===== src/rtl/counter_share_arbiter.sv =====
`default_nettype none
// ============================================================================
// Module      : counter_share_arbiter
// Description : Round-robin arbiter that shares one up-counting interval
//               timer between NREQ requesters. The winner is granted, the
//               counter runs 0..len, then the winner receives a one-cycle
//               done pulse and the pointer advances past it.
// Ports       : clk    - system clock, rising edge
//               reset  - asynchronous, active-low reset
//               req    - per-requester request level
//               len    - packed interval lengths, requester i at [i*WIDTH +: WIDTH]
//               gnt    - one-hot grant to the current owner (zero when none)
//               done   - one-cycle completion pulse to the owner
//               busy   - high whenever the arbiter is not idle
//               count  - current counter value
// Revision    : 1.0 - initial release
// ============================================================================
module counter_share_arbiter #(
  parameter int NREQ  = 4,
  parameter int WIDTH = 8
) (
  input  logic                  clk,
  input  logic                  reset,
  input  logic [NREQ-1:0]       req,
  input  logic [NREQ*WIDTH-1:0] len,
  output logic [NREQ-1:0]       gnt,
  output logic [NREQ-1:0]       done,
  output logic                  busy,
  output logic [WIDTH-1:0]      count
);

  localparam int PW = (NREQ > 1) ? $clog2(NREQ) : 1;

  typedef enum logic [1:0] {
    IDLE  = 2'd0,
    COUNT = 2'd1,
    DONE  = 2'd2
  } state_t;

  state_t            r_state,  w_state_nxt;
  logic [PW-1:0]     r_ptr,    w_ptr_nxt;
  logic [PW-1:0]     r_owner,  w_owner_nxt;
  logic [WIDTH-1:0]  r_target, w_target_nxt;
  logic [WIDTH-1:0]  r_count,  w_count_nxt;
  logic [NREQ-1:0]   r_gnt,    w_gnt_nxt;
  logic [NREQ-1:0]   r_done,   w_done_nxt;

  logic [PW-1:0]     w_winner;
  logic              w_any_req;
  logic [PW-1:0]     w_owner_inc;

  // Round-robin scan starting at r_ptr. Iterating from the farthest offset
  // down to offset 0 lets the closest requester overwrite earlier hits.
  always_comb begin
    int idx;
    w_winner  = '0;
    w_any_req = 1'b0;
    for (int k = NREQ - 1; k >= 0; k--) begin
      idx = int'(r_ptr) + k;
      if (idx >= NREQ) begin
        idx = idx - NREQ;
      end
      if (req[idx]) begin
        w_winner  = PW'(idx);
        w_any_req = 1'b1;
      end
    end
  end

  // Pointer value that places the current owner last in the next scan.
  assign w_owner_inc = (int'(r_owner) == NREQ - 1) ? '0 : r_owner + 1'b1;

  always_comb begin
    w_state_nxt  = r_state;
    w_ptr_nxt    = r_ptr;
    w_owner_nxt  = r_owner;
    w_target_nxt = r_target;
    w_count_nxt  = r_count;
    w_gnt_nxt    = r_gnt;
    w_done_nxt   = '0;

    case (r_state)
      IDLE: begin
        w_count_nxt = '0;
        if (w_any_req) begin
          w_owner_nxt           = w_winner;
          // len is sampled only here; later changes do not affect the interval.
          w_target_nxt          = len[int'(w_winner)*WIDTH +: WIDTH];
          w_gnt_nxt             = '0;
          w_gnt_nxt[w_winner]   = 1'b1;
          w_state_nxt           = COUNT;
        end
      end

      COUNT: begin
        if (req[r_owner]) begin
          if (r_count == r_target) begin
            // Count holds at target so it never wraps, even at all-ones.
            w_state_nxt         = DONE;
            w_gnt_nxt           = '0;
            w_done_nxt[r_owner] = 1'b1;
          end else begin
            w_count_nxt = r_count + 1'b1;
          end
        end else begin
          // Owner withdrew: release without a done pulse.
          w_state_nxt = IDLE;
          w_gnt_nxt   = '0;
          w_count_nxt = '0;
          w_ptr_nxt   = w_owner_inc;
        end
      end

      DONE: begin
        w_count_nxt = '0;
        w_ptr_nxt   = w_owner_inc;
        w_state_nxt = IDLE;
      end

      default: begin
        w_state_nxt = IDLE;
        w_gnt_nxt   = '0;
        w_count_nxt = '0;
      end
    endcase
  end

  always_ff @(posedge clk or negedge reset) begin
    if (!reset) begin
      r_state  <= IDLE;
      r_ptr    <= '0;
      r_owner  <= '0;
      r_target <= '0;
      r_count  <= '0;
      r_gnt    <= '0;
      r_done   <= '0;
    end else begin
      r_state  <= w_state_nxt;
      r_ptr    <= w_ptr_nxt;
      r_owner  <= w_owner_nxt;
      r_target <= w_target_nxt;
      r_count  <= w_count_nxt;
      r_gnt    <= w_gnt_nxt;
      r_done   <= w_done_nxt;
    end
  end

  assign gnt   = r_gnt;
  assign done  = r_done;
  assign busy  = (r_state != IDLE);
  assign count = r_count;

endmodule
`default_nettype wire


===== config.mk =====
export PLATFORM = sky130hd
export DESIGN_NAME = counter_share_arbiter
export DESIGN_NICKNAME = d
export VERILOG_FILES = /design/src/rtl/counter_share_arbiter.sv
export SDC_FILE = /design/constraint.sdc
export NUM_CORES = 1
export LEC_CHECK = 0
export ABC_AREA = 1
export BUFFER_PORTS_ARGS = -buffer_cell sky130_fd_sc_hd__buf_4
export CAP_MARGIN = 40
export CELL_PAD_IN_SITES_DETAIL_PLACEMENT = 0
export CELL_PAD_IN_SITES_GLOBAL_PLACEMENT = 1
export CORE_AREA = 2 2 79 81
export DETAILED_ROUTE_END_ITERATION = 8
export DIE_AREA = 0 0 81 83
export GPL_TIMING_DRIVEN = 0
export PLACE_DENSITY = 0.73
export SYNTH_ARGS = -nofsm -noshare
export SYNTH_HDL_FRONTEND = slang
export SYNTH_SLANG_ARGS = --single-unit

===== constraint.sdc =====
create_clock -name clk -period 2.3 [get_ports clk]
set_clock_uncertainty 0.05 [all_clocks]
set_input_delay 0.115 -clock clk [delete_from_list [all_inputs] [get_ports clk]]
set_output_delay 0.115 -clock clk [all_outputs]
set_load 0.005 [all_outputs]

==> flow_summary.json <==
{
  "max-slew-margin-rel": 0.736,
  "crit_buf_inv": 3,
  "antenna_found_initial": 0,
  "worstRegToRegCells": 14,
  "whs_ps": 176,
  "syn_area_um2": 2090,
  "core_um2": 5820,
  "final_common_cell": "nand2_1",
  "grt_pass1_wl_mm": 8.46,
  "dp_slack_ps": 305,
  "yosysTopAreaCellShare": 0.359,
  "hp-class": "in -> reg",
  "status": "complete, no violations",
  "powerDensity_nw_per_um2": 1290,
  "peakVddDrop_v": 0.000997,
  "drt.antenna.violating_nets": 0,
  "synth_compound_area_frac": 0.0491,
  "synth-xor-area-share": 0.0419,
  "first_global_vias": 1891,
  "fill_cells": 651,
  "clockBufferDepth": 2,
  "hpwl_mm": 3.89,
  "critPathSlowestCell": "dfrtp_1",
  "fmax_mhz": 505,
  "cts_root_buf": "clkbuf_8",
  "rsz0062_at_grt": "false",
  "cts-buffers-inserted": 5,
  "yosysSeqAreaShare": 0.359,
  "setup_slack_ps": 320,
  "crit_top_cell": "nand2_1",
  "drive_above_1_share": 0.256,
  "yosys_warnings": 0,
  "finalWeightedCongestion": 0.763,
  "cts_sinks": 30,
  "worstPathCellList": "buf_6, inv_6, nand2_1, and2_4, nand2_1, nand2_1, nand3_1, nand3_1, nand2_2, clkinv_1, nand2_1, nand2_1, nand2_1, nand2_1",
  "die_w_um": 81,
  "critPathLaunchType": "flop",
  "synthMuxAreaShare": 0,
  "hold_violations": 0,
  "finalCritPeriodShare": 0.861,
  "synthAdderAreaFrac": 0.0299,
  "firstDrtPassIters": 4,
  "syn_inst": 300,
  "synth_top_family_by_area": "simple AND/OR/NAND/NOR gates",
  "cp_max_fo": 10,
  "port-buffer-count": 54,
  "drt_wl_total_mm": 4.78,
  "critPathRequiredTime_ps": 2420,
  "routedWlPerCell_um": 10.9,
  "slew_viol_final": 0,
  "tightest_slew_ps": 392,
  "tns_ps": 0,
  "drc": 0,
  "gr-total-overflow": 0,
  "clkSlewWorstSetupHoldPaths_ps": 60,
  "crit_path_max_incr_delay_ps": 370,
  "syn_to_final_growth_pct": 28.7,
  "synth_area_leader_cell": "dfrtp_1",
  "ctsResizeCount": 0,
  "end_kind": "flop",
  "synth_fp_nets": 343,
  "reg2reg_from": "r_ptr[0]$_DFFE_PN0P_",
  "cts_tree": "built",
  "path_depth": 14,
  "initial_core_util": 0.359,
  "r2r_slack_ps": 320,
  "synthTopCellsByArea": "dfrtp_1 36%, nand2_1 19%, nand3_1 8.1%",
  "syn_avg_cell_area_um2": 6.97,
  "cp_data_arrival_time_ps": 2100,
  "fp-row-count": 28,
  "antennaDiodeCount": 0,
  "critPathKind": "reg -> reg",
  "yosysUniqueCellTypes": 30,
  "grt_start_max_net_pins": 31,
  "num_vias": 1969,
  "setup_viol": 0,
  "setup.worst_path.end": "r_target[3]$_DFFE_PN0P_",
  "die_area_um2": 6720,
  "die_height_um": 83,
  "cp_top_family": "simple AND/OR/NAND/NOR gates",
  "period_needed_ps": 1980,
  "final_cell_mix": "104 x nand2_1, 56 x buf_4, 44 x inv_1",
  "htreeDepth": 2,
  "r2r_end": "r_target[3]$_DFFE_PN0P_",
  "via_per_inst": 4.50,
  "yosys.area_share.simple": 0.403,
  "p_leak_nw": 1.52,
  "first_iter_violations": 72,
  "track_usage": 0.156,
  "setup.worst_path.start": "r_ptr[0]$_DFFE_PN0P_",
  "num_io_pins": 55,
  "clkLatencyLatePin_ps": 280,
  "ys_ff_latch": 30,
  "nNetsFinal": 405,
  "maxCapViolCount": 0
}
logic make-up (layout without fill, tap and decap cells):
kind of cell	Yosys count	in the layout
and+or+nand+nor	183	183
AOI/OAI and AO/OA	19	19
xor gates and xnor gates	10	10
buffers and inverters	53	116
DFF	30	30
adders and majority gates	5	5
metrics by stage:
step / instance area [um^2] / utilization / power (mW) / std cells
2_1_floorplan: 2090 / - / 2.52 / 300
3_3_place_gp: 2590 / 0.445 / 3.05 / 429
3_5_place_dp: 2590 / 0.445 / 3.08 / 429
4_1_cts: 2690 / 0.463 / 3.53 / 438
5_1_grt: 2690 / 0.463 / 3.86 / 438
6_report: 2690 / 0.463 / 3.47 / 438
worst reg2reg max path, stage by stage, from the launching register on:
cell	delay (ps)
dfrtp_1	370
buf_6	150
inv_6	80
nand2_1	60
and2_4	140
nand2_1	50
nand2_1	50
nand3_1	60
nand3_1	80
nand2_2	190
clkinv_1	280
nand2_1	160
nand2_1	70
nand2_1	60
nand2_1	40
synth_stat cells (all sizes together):
cell and count:
a21oi 2, and2 2, buf 6, clkinv 2, dfrtp 30, ha 5, inv 45, nand2 121
nand3 35, nand4 3, nor2 15, nor3 3, nor4 1, o21a 1, o21ai 13, o22ai 2
o31ai 1, or2 3, xor2 10
repair_timing:
action | 4_1_cts | 5_1_grt
buffers inserted | 0 | 0
hold endpoints to repair | 30 | 0
hold buffers | 1 | 0
worst min-delay path by stage:
| stage | end | startpoint | cells past startpoint |
|---|---|---|---|
| after CTS | r_target[5]$_DFFE_PN0P_ | len[29] | 7 |
| final | r_target[5]$_DFFE_PN0P_ | len[29] | 7 |
| after global placement | r_ptr[0]$_DFFE_PN0P_ | reset | 1 |
| after floorplan | count[0]$_DFFE_PN0P_ | reset | 0 |
| after detailed placement | r_ptr[0]$_DFFE_PN0P_ | reset | 1 |
| after global routing | r_target[0]$_DFFE_PN0P_ | len[24] | 7 |
where the power goes:
part	total, mW	internal, mW	leakage [nW]	switching (mW)
clock network	0.435	0.241	0.0482	0.194
logic	2.22	0.862	1.08	1.36
registers	0.814	0.691	0.392	0.123
final cells by class:
| type | count | area [um^2] | share of cell area |
|---|---|---|---|
| clock inverter | 1 | 5.00 | 0.00186 |
| multi-input combinational | 217 | 1090 | 0.407 |
| clock buffer | 7 | 86.3 | 0.0321 |
| tap | 75 | 93.8 | 0.0349 |
| sequential | 30 | 751 | 0.279 |
| buffer | 6 | 62.6 | 0.0233 |
| inverter | 47 | 181 | 0.0674 |
| timing repair buffer | 55 | 415 | 0.154 |
per-layer routing:
layer | vias up | wire, um | global-route usage
li1 | 1047 | - | -
met2 | 61 | 2080 | 0.233
met4 | 0 | 78 | 0.0601
met1 | 854 | 2320 | 0.218
met3 | 7 | 299 | 0.0337
met5 | - | 0 | 0
flip-flops by register name, indices dropped and copies added, names as in the netlist:
| name | flops |
|---|---|
| count | 8 |
| r_ptr | 2 |
| done | 4 |
| r_target | 8 |
| r_state | 2 |
| gnt | 4 |
| r_owner | 2 |
Note: power is estimated with default switching activity, not from simulation.
